<file path="src/rtl/pipe_if_id_skid.sv">
// IF/ID pipeline boundary.
//   Forward lane : valid/ready instruction path through a 2-entry skid buffer
//                  (main + skid registers), so in_ready comes from a flop.
//   Backward lane: registered branch/jump redirect from ID back to IF.
//   flush        : synchronous kill of everything held in the forward lane.
//   stall_count  : saturating count of cycles with out_valid & !out_ready.
// Ports:
//   clock, reset (async, active-high)
//   flush
//   in_valid/in_instr/in_ready         IF -> buffer
//   out_valid/out_instr/out_ready      buffer -> ID
//   id_branch_ctrl/value, id_jump_ctrl/value   ID redirect requests
//   if_redirect/_target/_is_jump       registered redirect to IF
//   stall_count                        back-pressure cycle counter
module pipe_if_id_skid #(
   parameter int INSTR_W = 9,
   parameter int ADDR_W  = 8,
   parameter int CNT_W   = 8
) (
   input  logic               clock,
   input  logic               reset,
   input  logic               flush,
   input  logic               in_valid,
   input  logic [INSTR_W-1:0] in_instr,
   output logic               in_ready,
   output logic               out_valid,
   output logic [INSTR_W-1:0] out_instr,
   input  logic               out_ready,
   input  logic               id_branch_ctrl,
   input  logic [ADDR_W-1:0]  id_branch_value,
   input  logic               id_jump_ctrl,
   input  logic [ADDR_W-1:0]  id_jump_value,
   output logic               if_redirect,
   output logic [ADDR_W-1:0]  if_redirect_target,
   output logic               if_redirect_is_jump,
   output logic [CNT_W-1:0]   stall_count
);

   typedef enum logic [1:0] {EMPTY = 2'd0, ONE = 2'd1, TWO = 2'd2} state_t;

   typedef struct packed {
      logic              vld;
      logic [ADDR_W-1:0] target;
      logic              is_jump;
   } redirect_t;

   state_t               state, state_n;
   logic [INSTR_W-1:0]   main_q, main_n;
   logic [INSTR_W-1:0]   skid_q, skid_n;
   redirect_t            redir_q;
   logic                 in_xfer, out_xfer;

   assign in_xfer  = in_valid & in_ready;
   assign out_xfer = out_valid & out_ready;

   // Forward-lane next state. Flush overrides every transition: a beat
   // accepted in the flush cycle is dropped, a beat taken by ID is gone anyway.
   always_comb begin
      state_n = state;
      main_n  = main_q;
      skid_n  = skid_q;
      if (flush) begin
         state_n = EMPTY;
         main_n  = '0;
         skid_n  = '0;
      end else begin
         case (state)
            EMPTY: if (in_xfer) begin
               state_n = ONE;
               main_n  = in_instr;
            end
            ONE: begin
               if (in_xfer && out_xfer) begin
                  main_n = in_instr;
               end else if (in_xfer) begin
                  state_n = TWO;
                  skid_n  = in_instr;
               end else if (out_xfer) begin
                  state_n = EMPTY;
               end
            end
            // in_ready is low here, so only the drain side can move.
            TWO: if (out_xfer) begin
               state_n = ONE;
               main_n  = skid_q;
            end
            default: state_n = EMPTY;
         endcase
      end
   end

   // out_valid and in_ready are decoded from the next state so both are flops.
   always_ff @(posedge clock or posedge reset) begin
      if (reset) begin
         state     <= EMPTY;
         main_q    <= '0;
         skid_q    <= '0;
         out_valid <= 1'b0;
         in_ready  <= 1'b1;
      end else begin
         state     <= state_n;
         main_q    <= main_n;
         skid_q    <= skid_n;
         out_valid <= (state_n != EMPTY);
         in_ready  <= (state_n != TWO);
      end
   end

   assign out_instr = main_q;

   // Redirect lane: jump wins over branch; target/is_jump hold when idle.
   always_ff @(posedge clock or posedge reset) begin
      if (reset) begin
         redir_q <= '0;
      end else begin
         redir_q.vld <= id_jump_ctrl | id_branch_ctrl;
         if (id_jump_ctrl) begin
            redir_q.target  <= id_jump_value;
            redir_q.is_jump <= 1'b1;
         end else if (id_branch_ctrl) begin
            redir_q.target  <= id_branch_value;
            redir_q.is_jump <= 1'b0;
         end
      end
   end

   assign if_redirect         = redir_q.vld;
   assign if_redirect_target  = redir_q.target;
   assign if_redirect_is_jump = redir_q.is_jump;

   // Back-pressure counter, saturating at all-ones. Counts in flush cycles too.
   always_ff @(posedge clock or posedge reset) begin
      if (reset) begin
         stall_count <= '0;
      end else if (out_valid && !out_ready && (stall_count != {CNT_W{1'b1}})) begin
         stall_count <= stall_count + CNT_W'(1);
      end
   end

endmodule
</file>
<file path="config.mk">
export PLATFORM = sky130hd
export DESIGN_NAME = pipe_if_id_skid
export DESIGN_NICKNAME = d
export VERILOG_FILES = /design/src/rtl/pipe_if_id_skid.sv
export SDC_FILE = /design/constraint.sdc
export NUM_CORES = 1
export LEC_CHECK = 0
export CAP_MARGIN = 20
export CORE_AREA = 3 3 71 73
export CTS_CLUSTER_DIAMETER = 60
export DETAILED_ROUTE_END_ITERATION = 8
export DIE_AREA = 0 0 74 76
export GPL_ROUTABILITY_DRIVEN = 0
export HOLD_SLACK_MARGIN = 0.03
export PLACE_DENSITY = 0.79
export SLEW_MARGIN = 25
export SYNTH_ARGS = -nofsm -noshare
export SYNTH_HDL_FRONTEND = slang
export SYNTH_SLANG_ARGS = --single-unit
</file>
<file path="constraint.sdc">
create_clock -name clock -period 2.3 [get_ports clock]
set_input_delay 0.23 -clock clock [delete_from_list [all_inputs] [get_ports clock]]
set_output_delay 0.23 -clock clock [all_outputs]
set_load 0.05 [all_outputs]
</file>
# After elaboration in Yosys (flattened, before gate mapping)
# Index checks and enable logic that the tools add are counted.
[classes] n_addsub=1 n_eq_ne=8 n_mux=17 bitwise_logic=3 n_reduce_logical=12
[ops] cell="$mux 9" count=9
[ops] cell="$pmux 9 s3" count=1
[ops] cell="$mux 2" count=6
[ops] cell="$ne 3x3->1 const B" count=3
[ops] cell="$add 8x1->8 const B" count=1
[ops] cell="$ne 8x8->1 const B" count=1
[ops] cell="$reduce_bool 2->1" count=4
[ops] cell="$pmux 2 s3" count=1
[ops] cell="$ne 2x2->1 const B" count=2
[ops] cell="$reduce_and 4->1" count=1
[ops] cell="$reduce_bool 4->1" count=1
[ops] cell="$logic_and 1x1->1" count=3
[ops] cell="$reduce_and 3->1" count=1
[ops] cell="$and 1x1->1" count=2
[ops] cell="$eq 2x1->1 const B" count=1
[ops] cell="$eq 2x2->1 const B" count=1
[ops] cell="$logic_not 2->1" count=1
[ops] cell="$logic_not 1->1" count=1
[ops] cell="$or 1x1->1" count=1
[totals] reg_bits=40 input_bits=32 output_inout_bits=29 wordCells=50

# Depth between registers and ports, before layout
# Gate-level depths: netlist of the first run.
[depth] ltp_word=7 depth_mapped=4

# Worst setup path before layout of the first run
# No wires, ideal clock.
[synth_timing] kind="flip-flop to flip-flop" startpoint="reg stall_count[0]" endpoint="reg stall_count[1]" setup_ns=0.128 t_arrival_ns=1.787 required_time_ns=2.172 slack_ns=0.386 path_stages_with_launch=5 path_buffers=0 period_less_slack_ns=1.914 cell_sequence="dfrtp_1 > ha_1 > and2_1 > a311o_1 > mux2_1"
[synth_via] elab_chain_len=2
[synth_lines] element="start, declared" line="36" source="output logic [CNT_W-1:0] stall_count"
[synth_lines] element="start signal, assigned" line="136" source="stall_count <= stall_count + CNT_W'(1);"
[synth_lines] element="branches (longest 2 deep; another with $add 8x1->8)"
# Several ways; the timed one is not identified.
# A chain may end at the register's enable or synchronous reset.

# Worst setup path after layout of the first run
[layout_timing] startpoint="reg in_ready" endpoint="out in_ready"
[layout_lines] element="start, declared" line="25" source="output logic in_ready,"
[layout_lines] element="start signal, assigned" line="105" source="in_ready <= (state_n != TWO);"
# No word-level cell between the ends.

==> results of run 1 <==
## cell usage after synthesis (2+ instances only)
cell type      number  area, um2
mux2i_1            17        170
inv_1               4       15.0
nand2_1            17       63.8
mux2_2              2       22.5
and2_1              2       12.5
dlygate4sd1_1       2       17.5
nand2b_1            2       12.5
a21o_1              2       15.0
nand3_1            11       55.1
a21oi_1            15       75.1
o21ai_0            16       80.1
buf_2               3       15.0
clkbuf_8            2       27.5
o2111ai_1           9       78.8
dfrtp_1            39        976
buf_6               2       22.5
o31ai_1             8       60.1
clkbuf_1            3       11.3
mux2_1              2       22.5
## kinds of logic (layout without fill, tap and decap cells)
| kind of cell | Yosys count | in the layout | synth area share (%) |
|---|---|---|---|
| compound gates | 63 | 63 | 20.9 |
| xor+xnor | 2 | 2 | 0.854 |
| fa+ha+maj | 1 | 1 | 0.610 |
| buf+inv | 16 | 75 | 5.30 |
| flops | 40 | 40 | 48.8 |
| mux | 21 | 21 | 10.5 |
| simple gates | 43 | 43 | 13.0 |
## power by group through the flow
stage / clock network [mW] / logic, mW / registers (mW)
4_1_cts: 0.491 / 0.775 / 0.887
3_5_place_dp: 0 / 0.774 / 0.900
2_1_floorplan: 0 / 0.246 / 1.15
3_3_place_gp: 0 / 0.762 / 0.896
5_1_grt: 0.523 / 0.819 / 0.905
6_report: 0.475 / 0.768 / 0.886
## worst min path at each step
stage                                    startpoint                                end  slack [ns]
floorplan                                     flush           out_instr[7]$_DFFE_PP0P_        0.32
global placement    if_redirect_is_jump$_DFFE_PP0P_    if_redirect_is_jump$_DFFE_PP0P_        0.46
detailed placement  if_redirect_is_jump$_DFFE_PP0P_    if_redirect_is_jump$_DFFE_PP0P_        0.46
CTS                                           reset  if_redirect_target[4]$_DFFE_PP0P_        0.38
global route                                  reset         stall_count[4]$_DFFE_PP0P_        0.42
finish                                        reset  if_redirect_target[4]$_DFFE_PP0P_        0.36
## stage by stage
stage / util (%) / hold slack (ns) / std cells / power, mW
5_1_grt: 62.0 / 0.420 / 297 / 2.25
3_3_place_gp: 59.9 / 0.460 / 289 / 1.66
3_5_place_dp: 59.9 / 0.465 / 289 / 1.67
6_report: 62.0 / 0.360 / 297 / 2.13
4_1_cts: 62.0 / 0.384 / 297 / 2.15
2_1_floorplan: - / 0.323 / 186 / 1.40
## registers in the layout, summed over array words and instances, names as in the netlist
register / cells
if_redirect_is_jump: 1
out_valid: 1
if_redirect_target: 8
stall_count: 8
state: 2
out_instr: 9
skid_q: 9
in_ready: 1
if_redirect: 1
## area by class of cell
cell class | count | area (um2)
Clock buffer | 8 | 90.1
Sequential cell | 40 | 1000
Fill cell | 373 | 1680
Timing Repair Buffer | 63 | 623
Tap cell | 52 | 65.1
Multi-Input combinational cell | 130 | 941
Inverter | 4 | 15.0
## per-layer routing
| layer | global-route usage, % | vias up | wire length [um] |
|---|---|---|---|
| li1 | - | 808 | - |
| met5 | 0 | - | 0 |
| met3 | 4.75 | 2 | 174 |
| met2 | 29.0 | 37 | 2420 |
| met4 | 5.62 | 0 | 34 |
| met1 | 22.1 | 790 | 2030 |
## cells in the final DEF (no fill, tap or decap), drive strengths merged, types with 2 or more instances in the layout
master	n
a21o	2
a21oi	15
and2	2
and2b	2
buf	3
clkbuf	8
clkdlybuf4s50	60
dfrtp	39
inv	4
mux2	4
mux2i	17
nand2	17
nand2b	2
nand3	11
nand3b	2
o2111ai	9
o21ai	17
o31ai	9
==> results by group, run 1 <==
Power
  • Max VDD drop: around 0.00033 V
  • Sequential power share: 41.6%
  • Leak: 1.14 nW
  • P_int: ~1.3 mW
  • Switching Power: 0.808 mW
  • Clock share of power: between 20% and 30%
  • Power per standard cell area: roughly 780 nW/um2
  • Combinational share of power: 36.1%
  • Sw Ratio: 38.0%

Clock network
  • Longest Clk Path Bufs: 2
  • Setup bufs post-CTS: 0
  • Post-CTS resize count: 0
  • Worst-Skew Late Latency: 0.29 ns
  • CTS buffer count: 5
  • Hold Buf Count CTS: 0
  • Clock sink count: 40
  • Clk slew on worst S/H paths: roughly 0.07 ns
  • H-tree Lvls: 2
  • Clock Tree Root: clkbuf_8
  • CTS tree: done

Setup path
  • Critical path depth: 1
  • Crit-path max FO: 6
  • Crit path buf inv count: 1
  • R2R depth: 4
  • Arrival time worst endpoint: roughly 1.7 ns
  • Slowest-stage cell, CP: clkdlybuf4s50_1
  • R2R Setup Slk: 0.56 ns
  • WS Path Type: flip-flop to output pin
  • Worst r2r src: stall_count[0]$_DFFE_PP0P_
  • CP Capture Type: output pin
  • Worst EP required: 2.07 ns
  • Ordered list of cells on the worst path: clkdlybuf4s50_1
  • Cell family with most CP delay: buffers and inverters
  • Crit path largest cell delay: 0.82 ns
  • Critical Path Source: in_ready$_DFF_PP1_
  • End of the critical path: in_ready
  • CP startpoint kind: flip-flop
  • Worst R2R End: stall_count[1]$_DFFE_PP0P_

Logic synthesis
  • Post-synth net total: about 220
  • Synth Register Bits: 40
  • Syn Area/Cell: 11.0 um2
  • Gate Count Post-Synth: ~190
  • Netlist cell types: 47
  • Predominant post-synthesis flop cell: dfrtp_1
  • EDFF count, synth: 0
  • Asr flop ratio synth: 100%
  • YS warnings: 0
  • Post-Syn Area: 2050 um2
  • Sequential area share after synthesis: 48.8%

Timing
  • Max Slew Vio Count: 0
  • Fin crit share: 84.6%
  • Fin crit period: 1.95 ns
  • Setup Skew: 0.00470 ns
  • Final setup violation count: 0
  • Setup_tns: 0 ns
  • PnR worst setup slack: 0.354 ns
  • RSZ-0062 raised after global routing: no
  • Worst Max-Slew Pin Slew: 0.527 ns
  • Max Fclk: approximately 510 MHz
  • Final hold vios: 0
  • Slew Limit Headroom: 64.8%

Global route
  • First-pass GRT wire length: a little under 8000 um
  • Initial antenna violation count: 0
  • Vias in the first global route: approximately 1700
  • Total congestion overflow: 0
  • GRT Total Usage: 17.6%
  • Largest net degree at the start of global routing: 41

Hold path
  • Min-delay worst type: input port to asynchronous set/reset pin

Cells and area
  • Fraction of layout cells with a size suffix above 1: 9.39%
  • Synth-to-layout area growth: 33.4%
  • Layout Nets: 277
  • Final Instance Area: about 2700 um2
  • # diodes: 0

Job
  • MaxCap Viol Count: 0

Place
  • Placed inst area: 2650 um2
  • DP HPWL: 3320 um
  • Pre-CTS setup slack: 0.436 ns
  • # port buffers: 60

Detailed routing
  • Post-route ant nets: 0
  • Drt pass-1 iters: 4
  • Drt initial violations: 73
  • Vias per cell: roughly 5.5
  • DR DRC count: 0
  • Detailed Route WL: 4660 um
  • DR vias: 1637
  • Wire per inst: approximately 16 um

Die
  • CORE AREA: 4410 um2
  • IO Count: 61
  • Initial Utilization: 46.5%
  • Row count: 24
  • Die span in x: between 70 and 80 um
  • Die footprint: 5620 um2
  • Die Span Y: 76 um

Run status
  • Run status: completed
Note: power is estimated with default switching activity, not from simulation.
==> run 2, diff against run 1 <==
clock period = 1.95 ns   (was 2.3 ns; I/O delays follow)
==> run 2 against run 1 <==
Against the previous run: die area unchanged; combinational power up 19%; clock-buffer cell count down 1; routed wire length up 3.3%; hold slack worse by 0.043 ns; first-iteration DRC count down 6.8%; via count up 2.9%; clock power up 24%; design area up 1.1%; non-clock buffer count up 3; clock skew up 0.0045 ns; core utilization up 0.65 points; largest cell class unchanged; largest power group unchanged.
==> results by group, run 2 (synthesized netlist as in run 1, its figures left out) <==
Die
  • Die Span Y: 76 um
  • IO Count: 61
  • Die footprint: 5620 um2
  • Initial Utilization: between 40% and 50%
  • Die span in x: 74 um
  • CORE AREA: 4410 um2
  • Row count: 24

Clock network
  • H-tree Lvls: 2
  • Longest Clk Path Bufs: 2
  • CTS buffer count: 5
  • Worst-Skew Late Latency: 0.29 ns
  • Clock sink count: 40
  • Hold Buf Count CTS: 0
  • Clock Tree Root: clkbuf_8
  • CTS tree: done
  • Clk slew on worst S/H paths: 0.08 ns

Detailed routing
  • DR vias: 1684
  • Drt initial violations: a little under 70
  • Detailed Route WL: 4820 um
  • Post-route ant nets: 0
  • Drt pass-1 iters: 4
  • Vias per cell: 5.63
  • DR DRC count: 0
  • Wire per inst: 16.1 um

Global route
  • Initial antenna violation count: 0
  • Vias in the first global route: about 1700
  • First-pass GRT wire length: 8140 um
  • GRT Total Usage: 18.4%
  • Largest net degree at the start of global routing: 41
  • Total congestion overflow: 0

Cells and area
  • Most frequent cells in the layout: clkdlybuf4s50_1 (58), dfrtp_1 (39), mux2i_1 (17), nand2_1 (17), o21ai_0 (16)
  • Fin cells: about 300
  • Fraction of layout cells with a size suffix above 1: a little under an eighth
  • Fill count: 371
  • Most common cell after layout, fill and taps aside: clkdlybuf4s50_1
  • Layout Nets: 280
  • # diodes: 0
  • Util after Layout: a little over three fifths
  • Synth-to-layout area growth: 34.8%

Place
  • Placed Cells: between 200 and 300
  • DP HPWL: 3400 um
  • # port buffers: 60

Timing
  • Fin crit period: roughly 1.8 ns
  • Final setup violation count: 0
  • Worst Max-Slew Pin Slew: 0.521 ns
  • Slew Limit Headroom: 65.1%
  • Setup Skew: 0.00920 ns
  • Max Fclk: 552 MHz
  • Final hold vios: 0
  • Fin crit share: 92.9%
  • Setup_tns: 0 ns
  • Worst hold slack: 0.317 ns
  • RSZ-0062 raised after global routing: no
  • Max Slew Vio Count: 0

Setup path
  • Arrival time worst endpoint: 1.62 ns
  • Crit-path max FO: 8
  • Slowest-stage cell, CP: clkdlybuf4s50_1
  • Worst EP required: 1.75 ns
  • CP startpoint kind: flip-flop
  • CP Capture Type: output pin
  • Ordered list of cells on the worst path: clkdlybuf4s50_1
  • WS Path Type: flip-flop to output pin
  • Cell family with most CP delay: buffers and inverters
  • Crit path largest cell delay: around 0.85 ns
  • Crit path buf inv count: 1

Hold path
  • Min-delay worst type: input port to asynchronous set/reset pin

Power
  • Leak: 1.18 nW
  • Max VDD drop: around 0.00052 V
  • Power per standard cell area: 922 nW/um2
  • Power after layout: roughly 2.6 mW

Job
  • MaxCap Viol Count: 0

Run status
  • Run status: completed
-- run 2: cell count changes in the layout (fill, tap and decap cells not counted) --
cell,previous run,this run
clkdlybuf4s50_1,60,58
buf_4,3,7
dlymetal6s2s_1,0,1
clkbuf_1,2,0
clkbuf_8,6,7
-- run 2: routing by layer --
layer / vias up / global-route usage (%) / part of all wire [%]
li1: 820 / - / -
met1: 823 / 25.6 / 46
met2: 35 / 28.1 / 49
met3: 6 / 4.49 / 3.6
met4: 0 / 5.43 / 1.1
met5: - / 0 / 0
-- run 2: layout make-up --
| type | instances | area [um2] | share of cell area [%] |
|---|---|---|---|
| tap | 52 | 65.1 | 2.35 |
| multi-input combinational | 130 | 941 | 34.0 |
| clock buffer | 7 | 96.3 | 3.48 |
| sequential | 40 | 1000 | 36.2 |
| inverter | 4 | 15.0 | 0.543 |
| timing repair buffer | 66 | 646 | 23.3 |
-- run 2: report_power, final --
group / internal [mW] / switching (mW) / leakage, nW
Clock: 0.315 / 0.274 / 0.0503
Combinational: 0.342 / 0.572 / 0.615
Sequential: 0.932 / 0.116 / 0.512
-- run 2: timing repair --
| item | 4_1_cts | 5_1_grt |
|---|---|---|
| endpoints found under the setup margin | 0 | 1 |
| resized for setup | 0 | 1 |
| setup buffers | 0 | 0 |
-- run 2: worst register-to-register path, stage by stage (launching register included) --
cell     delay, ns
dfrtp_1       0.44
ha_1          0.29
and2_1        0.20
a311o_1       0.39
mux2_1        0.31
-- run 2: metrics by stage --
step | setup slack [ns] | instance area (um2)
after floorplan | 0.0358 | 2050
after global placement | 0.261 | 2670
after detailed placement | 0.175 | 2670
after CTS | 0.0245 | 2760
after global routing | 0.0968 | 2770
final | 0.139 | 2770
-- run 2: final timing paths --
check	end	cells after the start	slack, ns	start
min in group clock	if_redirect_target[2]$_DFFE_PP0P_	3	0.46	id_jump_value[2]
max	stall_count[3]	1	0.14	stall_count[3]$_DFFE_PP0P_
min reg2reg	if_redirect_is_jump$_DFFE_PP0P_	1	0.48	if_redirect_is_jump$_DFFE_PP0P_
max reg2reg	stall_count[1]$_DFFE_PP0P_	4	0.21	stall_count[0]$_DFFE_PP0P_
min	stall_count[4]$_DFFE_PP0P_	3	0.32	reset
max in group asynchronous	in_ready$_DFF_PP1_	3	1.27	reset
